## src/rtl/ahb3lite_interconnect_slave_arbiter.sv

```systemverilog
// Per-slave-port AHB3-Lite arbiter: round-robin among masters at the top priority level,
// registered one-hot grant held across bursts/locks/wait states, plus data-phase owner tracking.
module ahb3lite_interconnect_slave_arbiter #(
    parameter  int MASTERS       = 3,
    localparam int PRIORITY_BITS = (MASTERS > 1) ? $clog2(MASTERS) : 1,
    localparam int IDX_BITS      = (MASTERS > 1) ? $clog2(MASTERS) : 1
) (
    input  logic                                   HCLK,
    input  logic                                   HRESETn,
    input  logic [MASTERS-1:0]                     HSEL,
    input  logic [MASTERS-1:0][PRIORITY_BITS-1:0]  priority_i,
    input  logic [PRIORITY_BITS-1:0]               priority_max,
    input  logic [MASTERS-1:0][1:0]                HTRANS,
    input  logic [MASTERS-1:0]                     HMASTLOCK,
    input  logic                                   HREADY,
    output logic [MASTERS-1:0]                     gnt,
    output logic [IDX_BITS-1:0]                    gnt_idx,
    output logic                                   gnt_valid,
    output logic [IDX_BITS-1:0]                    dphase_idx,
    output logic                                   dphase_valid
);

    localparam logic [IDX_BITS-1:0] LAST_IDX    = IDX_BITS'(MASTERS - 1);
    localparam logic [IDX_BITS:0]   MASTERS_W   = (IDX_BITS + 1)'(MASTERS);
    localparam logic [1:0]          HTRANS_BUSY = 2'b01;
    localparam logic [1:0]          HTRANS_SEQ  = 2'b11;

    logic [MASTERS-1:0]  gnt_q, gnt_d;
    logic [IDX_BITS-1:0] gnt_idx_q, gnt_idx_d;
    logic                gnt_valid_q, gnt_valid_d;
    logic [IDX_BITS-1:0] rr_ptr_q, rr_ptr_d;
    logic [IDX_BITS-1:0] dphase_idx_q, dphase_idx_d;
    logic                dphase_valid_q, dphase_valid_d;

    logic [MASTERS-1:0]  eligible;
    logic                owner_busy;
    logic                can_switch;
    logic                pick_found;
    logic [IDX_BITS-1:0] pick_idx;
    logic [IDX_BITS:0]   cand;

    // The priority tree already resolved the maximum; only the ties matter here.
    generate
        for (genvar gi = 0; gi < MASTERS; gi++) begin : g_elig
            assign eligible[gi] = HSEL[gi] & (priority_i[gi] == priority_max);
        end
    endgenerate

    assign owner_busy = gnt_valid_q & HSEL[gnt_idx_q] &
                        (HMASTLOCK[gnt_idx_q] |
                         (HTRANS[gnt_idx_q] == HTRANS_SEQ) |
                         (HTRANS[gnt_idx_q] == HTRANS_BUSY));
    assign can_switch = HREADY & ~owner_busy;

    // Search upward from the master after the last winner, wrapping modulo MASTERS.
    always_comb begin
        pick_found = 1'b0;
        pick_idx   = '0;
        cand       = '0;
        for (int k = 1; k <= MASTERS; k++) begin
            cand = {1'b0, rr_ptr_q} + (IDX_BITS + 1)'(k);
            if (cand >= MASTERS_W) begin
                cand = cand - MASTERS_W;
            end
            if (!pick_found && eligible[cand[IDX_BITS-1:0]]) begin
                pick_found = 1'b1;
                pick_idx   = cand[IDX_BITS-1:0];
            end
        end
    end

    always_comb begin
        gnt_d          = gnt_q;
        gnt_idx_d      = gnt_idx_q;
        gnt_valid_d    = gnt_valid_q;
        rr_ptr_d       = rr_ptr_q;
        dphase_idx_d   = dphase_idx_q;
        dphase_valid_d = dphase_valid_q;

        if (can_switch) begin
            gnt_d = '0;
            if (pick_found) begin
                gnt_d[pick_idx] = 1'b1;
                gnt_idx_d       = pick_idx;
                gnt_valid_d     = 1'b1;
                rr_ptr_d        = pick_idx;
            end else begin
                gnt_valid_d     = 1'b0;
            end
        end

        // The address phase completing on this edge becomes the data phase.
        if (HREADY) begin
            dphase_idx_d   = gnt_idx_q;
            dphase_valid_d = gnt_valid_q & HSEL[gnt_idx_q] & HTRANS[gnt_idx_q][1];
        end
    end

    always_ff @(posedge HCLK or negedge HRESETn) begin
        if (!HRESETn) begin
            gnt_q          <= '0;
            gnt_idx_q      <= '0;
            gnt_valid_q    <= 1'b0;
            rr_ptr_q       <= LAST_IDX;
            dphase_idx_q   <= '0;
            dphase_valid_q <= 1'b0;
        end else begin
            gnt_q          <= gnt_d;
            gnt_idx_q      <= gnt_idx_d;
            gnt_valid_q    <= gnt_valid_d;
            rr_ptr_q       <= rr_ptr_d;
            dphase_idx_q   <= dphase_idx_d;
            dphase_valid_q <= dphase_valid_d;
        end
    end

    assign gnt          = gnt_q;
    assign gnt_idx      = gnt_idx_q;
    assign gnt_valid    = gnt_valid_q;
    assign dphase_idx   = dphase_idx_q;
    assign dphase_valid = dphase_valid_q;

endmodule

```

## config.mk

```make
export PLATFORM = sky130hd
export DESIGN_NAME = ahb3lite_interconnect_slave_arbiter
export DESIGN_NICKNAME = d
export VERILOG_FILES = /design/src/rtl/ahb3lite_interconnect_slave_arbiter.sv
export SDC_FILE = /design/constraint.sdc
export NUM_CORES = 1
export LEC_CHECK = 0
export CAP_MARGIN = 25
export CORE_MARGIN = 4
export CORE_UTILIZATION = 41
export DETAILED_ROUTE_END_ITERATION = 12
export GPL_TIMING_DRIVEN = 0
export PLACE_DENSITY = 0.78
export SLEW_MARGIN = 20
export SYNTH_ARGS = -nofsm -noshare
export SYNTH_HDL_FRONTEND = slang
export SYNTH_SLANG_ARGS = --single-unit
```

## constraint.sdc

```tcl
create_clock -name HCLK -period 2.2 [get_ports HCLK]
set_clock_uncertainty 0.05 [all_clocks]
set_input_delay 0.33 -clock HCLK [delete_from_list [all_inputs] [get_ports HCLK]]
set_output_delay 0.33 -clock HCLK [all_outputs]
set_load 0.005 [all_outputs]
```

Yosys cells after proc, flatten, opt, wreduce, memory -nomap -nowiden
Cells that the tools add are included.
- register bits after elaboration: 11
- input port bits: 23
- logic and storage cells: 67
- add/sub/neg operators: 6
- $lt $le $gt $ge: 9
- eq/ne operators: 5
- mux-type cells: 25
- bitwise operators: 10
- reduce and logical (&&, ||, !) cells: 6
- operators by type and width (kind ; count):
    less-than comparator 2 x 3 -> 1 bit, second input constant ; 5
    2-to-1 mux 2 bit ; 7
    binary-select mux 1 bit (select 2 bit) ; 5
    2-to-1 mux 1 bit ; 10
    greater-or-equal comparator 3 x 2 -> 1 bit, second input constant ; 3
    bitwise AND 1 bit ; 7
    adder 2 x 2 -> 3 bit, second input constant ; 2
    == test 2 bit ; 3
    subtractor 2 bit, second input constant ; 3
    binary-select mux 2 bit (select 2 bit) ; 1
    adder 2 x 1 -> 3 bit, second input constant ; 1
    logical AND 1 bit ; 3
    2-to-1 mux 3 bit ; 1
    demux 1 bit (select 2 bit) ; 1
    == test 2 x 1 -> 1 bit, second input constant ; 1
    == test 2 bit, second input constant ; 1
    greater-or-equal comparator 2 x 1 -> 1 bit, second input constant ; 1
    logical NOT 1 bit ; 2
    bitwise OR 1 bit ; 2
    AND reduction 2 bit ; 1
    NOT 1 bit ; 1

Longest topological paths before layout
- word-level depth: 17
- mapped depth: 8

Worst setup path after synthesis
Ideal clock, no wire load.
- kind: flip-flop to flip-flop
- from: register gnt_idx_q[0], in the netlist gnt_idx[0]
- to: register gnt_q[1], in the netlist gnt[1]
- library setup time: 0.066 ns
- arrival: 1.813 ns
- required time: 2.084 ns
- slack: 0.271 ns
- cell stages (with the launch flop): 9
- buffers on the path: 1
- path through: dfrtp_1 -> buf_2 -> inv_1 -> ha_1 -> inv_1 -> o221a_1 -> a31o_4 -> a211oi_2 -> a22o_1
- cells in the longest elaborated chain, start to end: 8
- elaborated cells on any way between the ends: 14
- ends and longest elaborated chain (what ; line ; source):
    start, declared ; 29 ; logic [IDX_BITS-1:0] gnt_idx_q, gnt_idx_d;
    start signal, assigned ; 109 ; gnt_idx_q <= gnt_idx_d;
    binary-select mux 2 bit (select 2 bit) ; 51, 52 ;
    2-to-1 mux 2 bit (not written as such) ; 51, 52 ;
    == test 2 bit ; 51 ; (HTRANS[gnt_idx_q] == HTRANS_SEQ) |
    bitwise OR 1 bit ; 50 ; (HMASTLOCK[gnt_idx_q] |
    bitwise OR 1 bit ; 51 ;
    bitwise AND 1 bit (*) ; 49 ; assign owner_busy = gnt_valid_q & HSEL[gnt_idx_q] &
    NOT 1 bit (*) ; 53 ; assign can_switch = HREADY & ~owner_busy;
    bitwise AND 1 bit (*) ; 53 ;
    end signal, assigned ; 108 ; gnt_q <= gnt_d;
    end, declared ; 28 ; logic [MASTERS-1:0] gnt_q, gnt_d;
Every way passes the cells marked *; elsewhere a longest branch is shown, timed or not. The select of a mux whose other input is x is not followed.
A chain may end at the register's enable or synchronous reset.

Final worst setup path
- from: input priority_max[0]
- to: register gnt_q[0], in the netlist gnt[0]
- cells in the longest elaborated chain, start to end: 16
- elaborated cells on any way between the ends: 28
- ends and longest elaborated chain (what ; line ; source):
    start, declared ; 12 ; input logic [PRIORITY_BITS-1:0] priority_max,
    == test 2 bit ; 45 ; assign eligible[gi] = HSEL[gi] & (priority_i[gi] == priority_max);
    bitwise AND 1 bit ; 45 ;
    binary-select mux 1 bit (select 2 bit) ; 65 ; if (!pick_found && eligible[cand[IDX_BITS-1:0]]) begin
    2-to-1 mux 1 bit (not written as such) ; 65 ;
    2-to-1 mux 1 bit ; 65 ;
    logical NOT 1 bit ; 65 ;
    logical AND 1 bit ; 65 ;
    2-to-1 mux 1 bit ; 65 ;
    logical NOT 1 bit ; 65 ;
    logical AND 1 bit ; 65 ;
    2-to-1 mux 2 bit ; 65 ;
    less-than comparator 2 x 3 -> 1 bit (not written as such) / greater-or-equal comparator 2 x 1 -> 1 bit (equally long branches) ; 83 ; gnt_d[pick_idx] = 1'b1;
    logical AND 1 bit (not written as such) ; 83 ;
    2-to-1 mux 1 bit (not written as such) ; 83 ;
    demux 1 bit (select 2 bit) ; 83 ;
    2-to-1 mux 3 bit (*) ; 82 ; if (pick_found) begin
Marks and branches as above.

==> out/summary.txt <==
CP max FO - 5
MaxCap Viol Count - 0
total gr overflow - 0
post-DP HPWL - 1560 um
row count - 15
core area - 1710 um2
Power Dens Cells - 1170 nW/um2
I/O pin count - 32
achievable frequency - 473 MHz
GRT Resource Usage Total - 16.5%
Worst VDD drop - 0.000837 V
leakage - 0.000468 uW
Post-Syn Instances - 81
largest net degree at the start of global routing - 11
worst slew pin tran - 416 ps
worst reg2reg path depth - 8
Worst-path clk slew - 60 ps
Final ANT Viol Nets - 0
Synth-to-Final Area Change - 61.7%
WP data required - 2320 ps
Startpoint Class - input port
area share of and/or/nand/nor cells after synthesis - 12.2%
Netlist cell types - 34
dominant synthesized flop cell - dfrtp_1
Post-Route WL - 2070 um
Synth area leaders - dfrtp_1 (31%), xnor2_1 (7.1%), a21oi_1 (5.4%), ha_1 (5.1%), mux2_2 (4.6%)
most common cell after layout, fill and taps aside - clkdlybuf4s50_1
initial antenna violation count - 0
mux contribution to synthesized area - 7.29%
ANT cells - 0
critical setup path kind - input port to flop
min cycle time layout - 2110 ps
register area share after synthesis - 34.1%
cell area after synthesis - 738 um2
run status - completed
Ys Warns - 0
dominant cell type by area after synthesis - dfrtp_1
largest family of logic cells by synthesized area - compound AO/OA/AOI/OAI gates
Worst-Skew Late Latency - 250 ps
DIE WIDTH - 50.4 um
first-pass GRT wire length - 3350 um
Setup Total Neg Slack - 0 ps
CTS sink cnt - 10
Post-Syn Nets - 107
number of global-route vias before repair - 784
CP arrival - 2240 ps
Adder-Cell Fraction of Synth Area - 5.08%
async set or reset register ratio after synthesis - 100%
final-report max-slew violation count - 0
most frequent cells in the layout - clkdlybuf4s50_1 (31), dfrtp_1 (9), a21oi_1 (8)
Util after Layout - 69.9%
CTS Buf Count - 3
CTS tree - built
routed wire length per instance - 14.5 um
Pre-antenna DRT Iters - 5
IO Port Bufs - 31
hold crit path type - input port to async pin
period utilization - 96.0%
Setup Viol. Count Final - 0
post-DR vias/cell - 5.22
Post-synth EDFFs - 0
Final Hold Viols - 0
Remaining DRCs - 0
die area - 2540 um2
NumNets Final - 145
Die Ht - 50.4 um
via count - 747
post-synthesis xor/xnor area fraction - 7.12%
share of cells above drive strength 1 - 21.2%
First DRT Iteration DRCs - 3
clk root buf - clkbuf_4
Slew HR - 72.2%
post-synth top area share - 30.5%
Final Wtd Congestion - 0.752
RSZ-0062 raised after global routing - true
Seq cells post-synth - 10
clk buf depth - 2
Avg Cell Area, Syn - 9.11 um2
Initial Utilization - 43.2%
area fraction in compound gates after synthesis - 28.8%
Critical Path Sink Type - flop
CTS H-tree lvls - 1
==> kinds of logic (layout without fill, tap and decap cells) <==
kind of cell	count (synthesis)	count (layout)
AO/OA/AOI/OAI	29	29
AND/OR/NAND/NOR	19	19
flip-flops	10	10
buffers and inverters	9	46
XOR/XNOR	6	6
multiplexers	5	5
adder cells (fa/ha/maj)	3	3
==> state kept, by name, summed over array words and instances, names as in the netlist <==
signal and cells:
dphase_valid 1, dphase_idx 2, gnt_idx 2, gnt_valid 1, gnt 3, rr_ptr_q 1
==> per-stage QoR <==
step                      total power (uW)  area, um2  hold slack [ps]  setup slack, ps  std cells
final                                 1400       1190              327             87.8        143
after detailed placement              1090       1080              432             -191        137
after CTS                             1250       1120              336             24.1        142
after global placement                1070       1080              415             -128        137
after global routing                  1520       1190              336            -29.1        143
after floorplan                        802        738            -15.6              271         81
==> synthesized netlist by cell type (2+ instances only) <==
cell type and number:
ha_1 3, a21oi_1 8, nor2_1 6, mux2_2 3, xnor2_1 6, inv_1 6, nand2_1 6, o31ai_1 3
o21ai_0 4, nand3_1 2, buf_2 2, dfrtp_1 9, mux2i_1 2
==> cell type report <==
cell class / count / area [um2]
well taps: 25 / 31.3
inverters: 6 / 26.3
multi-input cells: 62 / 509
flip-flops and latches: 10 / 251
clock buffers: 4 / 26.3
plain buffers: 3 / 23.8
fillers: 137 / 514
repair buffers: 33 / 325
==> worst max-delay path, cell delays in order <==
cell and delay [ps]:
clkdlybuf4s50_1 490, xnor2_1 260, nand3_2 170, o221a_1 320, a31o_4 250, a211o_1 300
o21ai_1 120
==> final timing paths <==
path                                        start                      end  slack (ps)
setup / recovery                  priority_max[0]       gnt[0]$_DFFE_PN0P_          90
hold / removal                            HRESETn   gnt_idx[1]$_DFFE_PN0P_         330
setup reg to reg           gnt_idx[0]$_DFFE_PN0P_       gnt[0]$_DFFE_PN0P_         100
hold reg to reg             gnt_valid$_DFFE_PN0P_    gnt_valid$_DFFE_PN0P_         440
max in group asynchronous                 HRESETn  rr_ptr_q[1]$_DFFE_PN1P_        1450
min in group HCLK           gnt_valid$_DFFE_PN0P_    gnt_valid$_DFFE_PN0P_         440
==> routing by layer <==
metal / up-vias / GRT usage [%] / share of wire, %
li1: 366 / - / -
met3: 2 / 2.67 / 3.4
met1: 364 / 20.3 / 41
met2: 15 / 30.2 / 55
met5: - / 0 / 0
met4: 0 / 3.14 / 0.29
==> timing repair <==
item	4_1_cts	5_1_grt
buffers inserted	1	1
pin swaps	1	2
endpoints found under the setup margin	5	7
hold buffers	0	0
gates resized for setup	2	14
==> where the power goes <==
part | internal [uW] | switching, uW
sequential | 270 | 41.4
clock | 69.6 | 53.0
combinational | 484 | 478
total | 824 | 572
(Power assumes the default switching activity.)
